### config.mk
export PLATFORM = sky130hd
export DESIGN_NAME = mole_scheduler
export DESIGN_NICKNAME = d
export VERILOG_FILES = /design/src/rtl/mole_scheduler_pkg.sv /design/src/rtl/mole_lfsr.sv /design/src/rtl/mole_scheduler.sv
export SDC_FILE = /design/constraint.sdc
export NUM_CORES = 1
export LEC_CHECK = 0
export BUFFER_PORTS_ARGS = -buffer_cell sky130_fd_sc_hd__buf_4
export CAP_MARGIN = 20
export CORE_AREA = 2 2 101 142
export DETAILED_ROUTE_END_ITERATION = 10
export DIE_AREA = 0 0 103 144
export PLACE_DENSITY = 0.67
export SLEW_MARGIN = 15
export SYNTH_ARGS = -nofsm -noshare
export SYNTH_HDL_FRONTEND = slang
export SYNTH_HIERARCHICAL = 1
export SYNTH_SLANG_ARGS = --single-unit
### constraint.sdc
create_clock -name clk -period 8.3 [get_ports clk]
set_clock_uncertainty 0.1 [all_clocks]
set_input_delay 0 -clock clk [delete_from_list [all_inputs] [get_ports clk]]
set_output_delay 0 -clock clk [all_outputs]
set_load 0.02 [all_outputs]
### src/rtl/mole_scheduler_pkg.sv
// Shared types and constants for the whack-a-mole scheduler.
// Used by mole_scheduler and mole_lfsr.
package mole_scheduler_pkg;

  typedef enum logic [1:0] {
    S_IDLE,
    S_PLAY,
    S_OVER
  } state_e;

  localparam int          NUM_HOLES = 9;
  localparam logic [3:0]  NO_HIT    = 4'hF;
  localparam logic [15:0] LFSR_SEED = 16'hACE1;

  function automatic logic [3:0] popcnt9(
    input logic [NUM_HOLES-1:0] m
  );
    logic [3:0] c;
    c = '0;
    for (int i = 0; i < NUM_HOLES; i++) begin
      c = c + {3'b000, m[i]};
    end
    return c;
  endfunction

  function automatic logic [7:0] sat_inc(
    input logic [7:0] v
  );
    return (v == 8'hFF) ? v : v + 8'd1;
  endfunction

endpackage

### src/rtl/mole_lfsr.sv
// 16-bit Fibonacci LFSR, x^16+x^14+x^13+x^11+1, free-running.
// Feeds the mole spawn candidate.
module mole_lfsr
  import mole_scheduler_pkg::*;
(
  input  logic        clk,
  input  logic        rst,
  output logic [15:0] value
);

  logic [15:0] lfsr_q;
  logic [15:0] lfsr_d;
  logic        fb;

  always_comb begin
    fb     = lfsr_q[0] ^ lfsr_q[2] ^ lfsr_q[3] ^ lfsr_q[5];
    lfsr_d = {fb, lfsr_q[15:1]};
  end

  always_ff @(posedge clk) begin
    if (rst) begin
      lfsr_q <= LFSR_SEED;
    end else begin
      lfsr_q <= lfsr_d;
    end
  end

  assign value = lfsr_q;

endmodule

### src/rtl/mole_scheduler.sv
// Whack-a-mole game scheduler: tick divider, mole spawn/expiry,
// hit scoring and game timer.
module mole_scheduler
  import mole_scheduler_pkg::*;
#(
  parameter int TICK_DIV   = 25000000,
  parameter int MOLE_LIFE  = 3,
  parameter int GAME_TICKS = 60,
  parameter int MAX_ACTIVE = 3
) (
  input  logic                 clk,
  input  logic                 rst,
  input  logic                 start,
  input  logic                 hit,
  input  logic [3:0]           hit_pos,
  output logic [NUM_HOLES-1:0] mole_mask,
  output logic [7:0]           score,
  output logic [7:0]           misses,
  output logic [7:0]           escaped,
  output logic [7:0]           time_left,
  output logic                 playing,
  output logic                 game_over
);

  localparam int TW = (TICK_DIV < 2) ? 1 : $clog2(TICK_DIV);
  localparam int LW = (MOLE_LIFE < 2) ? 1 : $clog2(MOLE_LIFE + 1);

  state_e                        state_q, state_d;
  logic [NUM_HOLES-1:0]          mask_q, mask_d;
  logic [7:0]                    score_q, score_d;
  logic [7:0]                    misses_q, misses_d;
  logic [7:0]                    escaped_q, escaped_d;
  logic [7:0]                    time_q, time_d;
  logic [TW-1:0]                 tick_cnt_q, tick_cnt_d;
  logic [NUM_HOLES-1:0][LW-1:0]  life_q, life_d;
  logic                          playing_q, playing_d;
  logic                          over_q, over_d;

  logic [15:0] lfsr;
  logic        tick;
  logic        hit_hole;
  logic        hit_ok;
  logic [3:0]  cand;
  logic [3:0]  n_esc;
  logic [8:0]  esc_sum;

  mole_lfsr u_lfsr (
    .clk   (clk),
    .rst   (rst),
    .value (lfsr)
  );

  always_comb begin
    state_d    = state_q;
    mask_d     = mask_q;
    score_d    = score_q;
    misses_d   = misses_q;
    escaped_d  = escaped_q;
    time_d     = time_q;
    tick_cnt_d = tick_cnt_q;
    life_d     = life_q;
    tick       = 1'b0;
    hit_ok     = 1'b0;
    n_esc      = '0;
    esc_sum    = '0;
    cand       = lfsr[3:0];
    hit_hole   = (hit_pos <= 4'd8);

    unique case (state_q)
      S_IDLE, S_OVER: begin
        if (start) begin
          state_d    = S_PLAY;
          mask_d     = '0;
          score_d    = '0;
          misses_d   = '0;
          escaped_d  = '0;
          time_d     = 8'(GAME_TICKS);
          tick_cnt_d = '0;
          life_d     = '0;
        end
      end
      S_PLAY: begin
        tick       = (tick_cnt_q == TW'(TICK_DIV - 1));
        tick_cnt_d = tick ? '0 : tick_cnt_q + TW'(1);

        // Hits are judged against the mask as it stood before this edge.
        if (hit && hit_hole) begin
          if (mask_q[hit_pos]) begin
            hit_ok          = 1'b1;
            mask_d[hit_pos] = 1'b0;
            life_d[hit_pos] = '0;
            score_d         = sat_inc(score_q);
          end else begin
            misses_d = sat_inc(misses_q);
          end
        end else if (hit && hit_pos != NO_HIT) begin
          misses_d = sat_inc(misses_q);
        end

        if (tick) begin
          if (time_q <= 8'd1) begin
            state_d = S_OVER;
            time_d  = '0;
            mask_d  = '0;
            life_d  = '0;
          end else begin
            time_d = time_q - 8'd1;
            for (int i = 0; i < NUM_HOLES; i++) begin
              if (mask_q[i] && !(hit_ok && hit_pos == 4'(i))) begin
                if (life_q[i] == LW'(1)) begin
                  mask_d[i] = 1'b0;
                  life_d[i] = '0;
                  n_esc     = n_esc + 4'd1;
                end else begin
                  life_d[i] = life_q[i] - LW'(1);
                end
              end
            end
            esc_sum   = {1'b0, escaped_q} + {5'b00000, n_esc};
            escaped_d = esc_sum[8] ? 8'hFF : esc_sum[7:0];
            // Pre-tick mask blocks a hole that just expired from respawning.
            if (cand <= 4'd8 && !mask_q[cand] &&
                popcnt9(mask_d) < 4'(MAX_ACTIVE)) begin
              mask_d[cand] = 1'b1;
              life_d[cand] = LW'(MOLE_LIFE);
            end
          end
        end
      end
      default: state_d = S_IDLE;
    endcase

    playing_d = (state_d == S_PLAY);
    over_d    = (state_d == S_OVER);
  end

  always_ff @(posedge clk) begin
    if (rst) begin
      state_q    <= S_IDLE;
      mask_q     <= '0;
      score_q    <= '0;
      misses_q   <= '0;
      escaped_q  <= '0;
      time_q     <= '0;
      tick_cnt_q <= '0;
      life_q     <= '0;
      playing_q  <= 1'b0;
      over_q     <= 1'b0;
    end else begin
      state_q    <= state_d;
      mask_q     <= mask_d;
      score_q    <= score_d;
      misses_q   <= misses_d;
      escaped_q  <= escaped_d;
      time_q     <= time_d;
      tick_cnt_q <= tick_cnt_d;
      life_q     <= life_d;
      playing_q  <= playing_d;
      over_q     <= over_d;
    end
  end

  assign mole_mask = mask_q;
  assign score     = score_q;
  assign misses    = misses_q;
  assign escaped   = escaped_q;
  assign time_left = time_q;
  assign playing   = playing_q;
  assign game_over = over_q;

endmodule

==> flow_summary.yaml <==
sta:
  slew-limit-headroom: 0.363
  timing.final.hold_violations: 0
  fmax_mhz: 149
  final.period_utilization: 0.809
  setup_viol_count_final: 0
  post-route-min-period_ps: 6720
  finalSetupTns_ps: 0
  worst_pin_slew_ps: 953
  setup_repair_after_global_routing_missed_its_margin: "false"
  final-max-slew-violation-count: 0
  hold_slack_ps: 131
clock_tree:
  tritoncts: "yes"
  h_tree_depth: 3
  post_cts_resize_count: 0
  insertion_delay_ps: 350
  cts.reportedPaths.clkPinSlew_ps: 70
  cts-root-to-sink-buffers: 2
  hold_buffers: 2
  clock-sinks: 104
  post_cts_buffers: 0
  cts.root.buffer_cell: "sky130_fd_sc_hd__clkbuf_16"
  cts-buffers-inserted: 9
yosys:
  syn_inst: 833
  synth_top_flop_cell: "sky130_fd_sc_hd__dfxtp_1"
  synth-seq-cells: 104
  synth_area_per_cell_sq_um: 7.94
  synth_async_sr_flop_share: 0
  post_synth_num_cell_types: 79
  yosys.area.top_type: "sky130_fd_sc_hd__dfxtp_1"
  yosysSeqAreaShare: 0.315
  synth.top_cells.by_area: "sky130_fd_sc_hd__dfxtp_1, sky130_fd_sc_hd__nor2_1, sky130_fd_sc_hd__a21oi_1"
  synth.top_cell.area_share: 0.315
  postSynthNetCount: 874
  synth_edf_count: 0
  syn_area_sq_um: 6620
  yosys_warnings: 6
grt:
  gr-usage-all-layers: 0.255
  grt_antenna_before_repair: 0
  global_route_wire_length_before_repair_mm: 30.0
  grt_overflow_total: 0
  grt_max_degree: 56
  first_global_vias: 6063
detailed_routing:
  drt_pre_antenna_iters: 5
  wl_met1_mm: 7.29
  detail_route.drc_violations: 0
  met2WireLength_mm: 9.46
  ant_nets: 0
  detailroute.wirelength.met3_microns: 891
  routed_via_density: 5.96
  routed_via_count: 6282
  topRoutingLayerUsed: "met4"
  routed_wirelength_mm: 18.2
  initialDrtViolationCount: 306
  avgRoutedWirePerCell_microns: 17.3
run:
  max-cap-violations: 0
finish:
  antenna-diode-count: 0
  mostFrequentLayoutCell: "sky130_fd_sc_hd__nor2_1"
  layout-drive-gt1-share: 0.122
  area_growth_syn_to_layout_pct: 12.6
  post_layout_nets: 905
  mostFrequentLayoutCells: "sky130_fd_sc_hd__nor2_1, sky130_fd_sc_hd__dfxtp_1, sky130_fd_sc_hd__nand2_1"
  fill_cell_instance_count_of_the_final_layout: 1353
floorplanning:
  row_count: 51
  initial_utilization: 0.485
  die_ar_sq_um: 14800
  die_height_microns: 144
  boundaryPins: 51
  fp.dieW_microns: 103
  fp.coreArea_sq_um: 13700
critical_path:
  cell_class_contributing_the_biggest_share_of_worst_path_delay: "adder cells"
  crit_path_max_incr_delay_ps: 380
  cp_slowest_cell: "sky130_fd_sc_hd__or3_1"
  category_of_the_most_critical_setup_path: "register to register"
  cp_max_fo: 7
  setup.worst_path.end_class: "register"
  critical_path.most_common_cell: "sky130_fd_sc_hd__ha_1"
  cp-start-kind: "register"
  critical_path_buf_inv_count: 2
  worst-endpoint-required_ps: 8420
  cp.arrival_ps: 6830
placed_design:
  hpwl_dp_mm: 13.2
  buffer_ports.inserted: 50
  gp_congestion: 0.926
power_and_ir_drop:
  cellPowerDensity_nw_per_um2: 149
  power_leakage_nw: 2.88
  vdd.ir_drop.worst_mv: 0.0986
outcome:
  outcome: "finished clean"
hold_path:
  min-delay-path-class: "input pin to register"
report_power, final:
group          internal (W)  switching [W]  total, W
clock network      0.000274       0.000190  0.000465
logic             0.0000371      0.0000896  0.000127
registers          0.000509     0.00000892  0.000518
total              0.000820       0.000289   0.00111
cell type report:
class	count	area, sq um	share of cell area
multi-input combinational	664	4270	0.573
clock buffer	12	246	0.0331
timing repair buffer	58	440	0.0591
clock inverter	4	77.6	0.0104
inverter	27	101	0.0136
sequential	104	2080	0.279
tap	185	231	0.0311
logic make-up after synthesis:
group / count (synthesis) / synth area share
AO/OA/AOI/OAI: 202 / 0.184
multiplexers: 16 / 0.0369
adder cells (fa/ha/maj): 33 / 0.0692
XOR/XNOR: 48 / 0.0754
flip-flops: 104 / 0.315
AND/OR/NAND/NOR: 365 / 0.278
buffers and inverters: 65 / 0.0412
state kept, by name, indices dropped and copies added, names as in the netlist:
| signal | flops |
|---|---|
| tick_cnt_q | 25 |
| life_q | 18 |
| u_lfsr/value | 16 |
| mole_mask | 9 |
| escaped | 8 |
| misses | 8 |
| score | 8 |
| time_left | 8 |
| state_q | 2 |
| game_over | 1 |
| playing | 1 |
metal layers:
metal / track usage / vias up
li1: - / 3015
met4: 0.112 / 0
met3: 0.0425 / 47
met5: 0 / -
met2: 0.442 / 191
met1: 0.306 / 3029
worst paths after layout:
path / cells past startpoint / slack [ps] / end / startpoint
setup / recovery: 34 / 1580 / escaped[7] / life_q[1]
hold / removal: 4 / 130 / score[0] / hit
hold reg to reg: 1 / 320 / u_lfsr/value[7] / u_lfsr/value[8]
setup reg to reg: 34 / 1580 / escaped[7] / life_q[1]
through the flow:
step / total power (W) / area (sq um) / setup slack, ps / util / instances
floorplan: 0.000609 / 6620 / 2000 / - / 833
global placement: 0.000650 / 7100 / 1740 / 0.520 / 1035
detailed placement: 0.000653 / 7100 / 1570 / 0.520 / 1035
CTS: 0.00112 / 7440 / 1590 / 0.545 / 1053
global route: 0.00115 / 7450 / 1110 / 0.546 / 1054
finish: 0.00111 / 7450 / 1580 / 0.546 / 1054
Yosys cell counts (4+ instances only):
cell / instances
sky130_fd_sc_hd__nand4_1: 13
sky130_fd_sc_hd__a21o_1: 4
sky130_fd_sc_hd__and2_1: 5
sky130_fd_sc_hd__o21a_1: 4
sky130_fd_sc_hd__nor2_1: 106
sky130_fd_sc_hd__mux2_4: 4
sky130_fd_sc_hd__o21ai_0: 55
sky130_fd_sc_hd__mux4_2: 4
sky130_fd_sc_hd__xnor2_1: 17
sky130_fd_sc_hd__or2_2: 5
sky130_fd_sc_hd__a22oi_1: 9
sky130_fd_sc_hd__or2_1: 7
sky130_fd_sc_hd__o22ai_1: 5
sky130_fd_sc_hd__fa_1: 6
sky130_fd_sc_hd__dfxtp_1: 104
sky130_fd_sc_hd__clkbuf_1: 34
sky130_fd_sc_hd__nand2_1: 87
sky130_fd_sc_hd__or3_1: 6
sky130_fd_sc_hd__nor3_1: 18
sky130_fd_sc_hd__nand3_1: 35
sky130_fd_sc_hd__a21oi_1: 74
sky130_fd_sc_hd__ha_1: 27
sky130_fd_sc_hd__inv_1: 26
sky130_fd_sc_hd__o211ai_1: 4
sky130_fd_sc_hd__mux2i_1: 6
sky130_fd_sc_hd__and3_1: 15
sky130_fd_sc_hd__xor2_1: 26
sky130_fd_sc_hd__a31oi_1: 15
sky130_fd_sc_hd__nor2b_1: 20
sky130_fd_sc_hd__nand2b_1: 8
sky130_fd_sc_hd__a211oi_1: 4
sky130_fd_sc_hd__nor4_1: 10
worst reg2reg max path: cells and delay by family (launching register included):
family	cells	cell delay, ps
adder cells (fa/ha/maj)	8	2190
AND/OR/NAND/NOR	11	1620
AO/OA/AOI/OAI	8	1010
multiplexers	3	920
flip-flops	1	350
XOR/XNOR	2	320
buffers and inverters	2	100
Power figures use the tool's default switching activity.
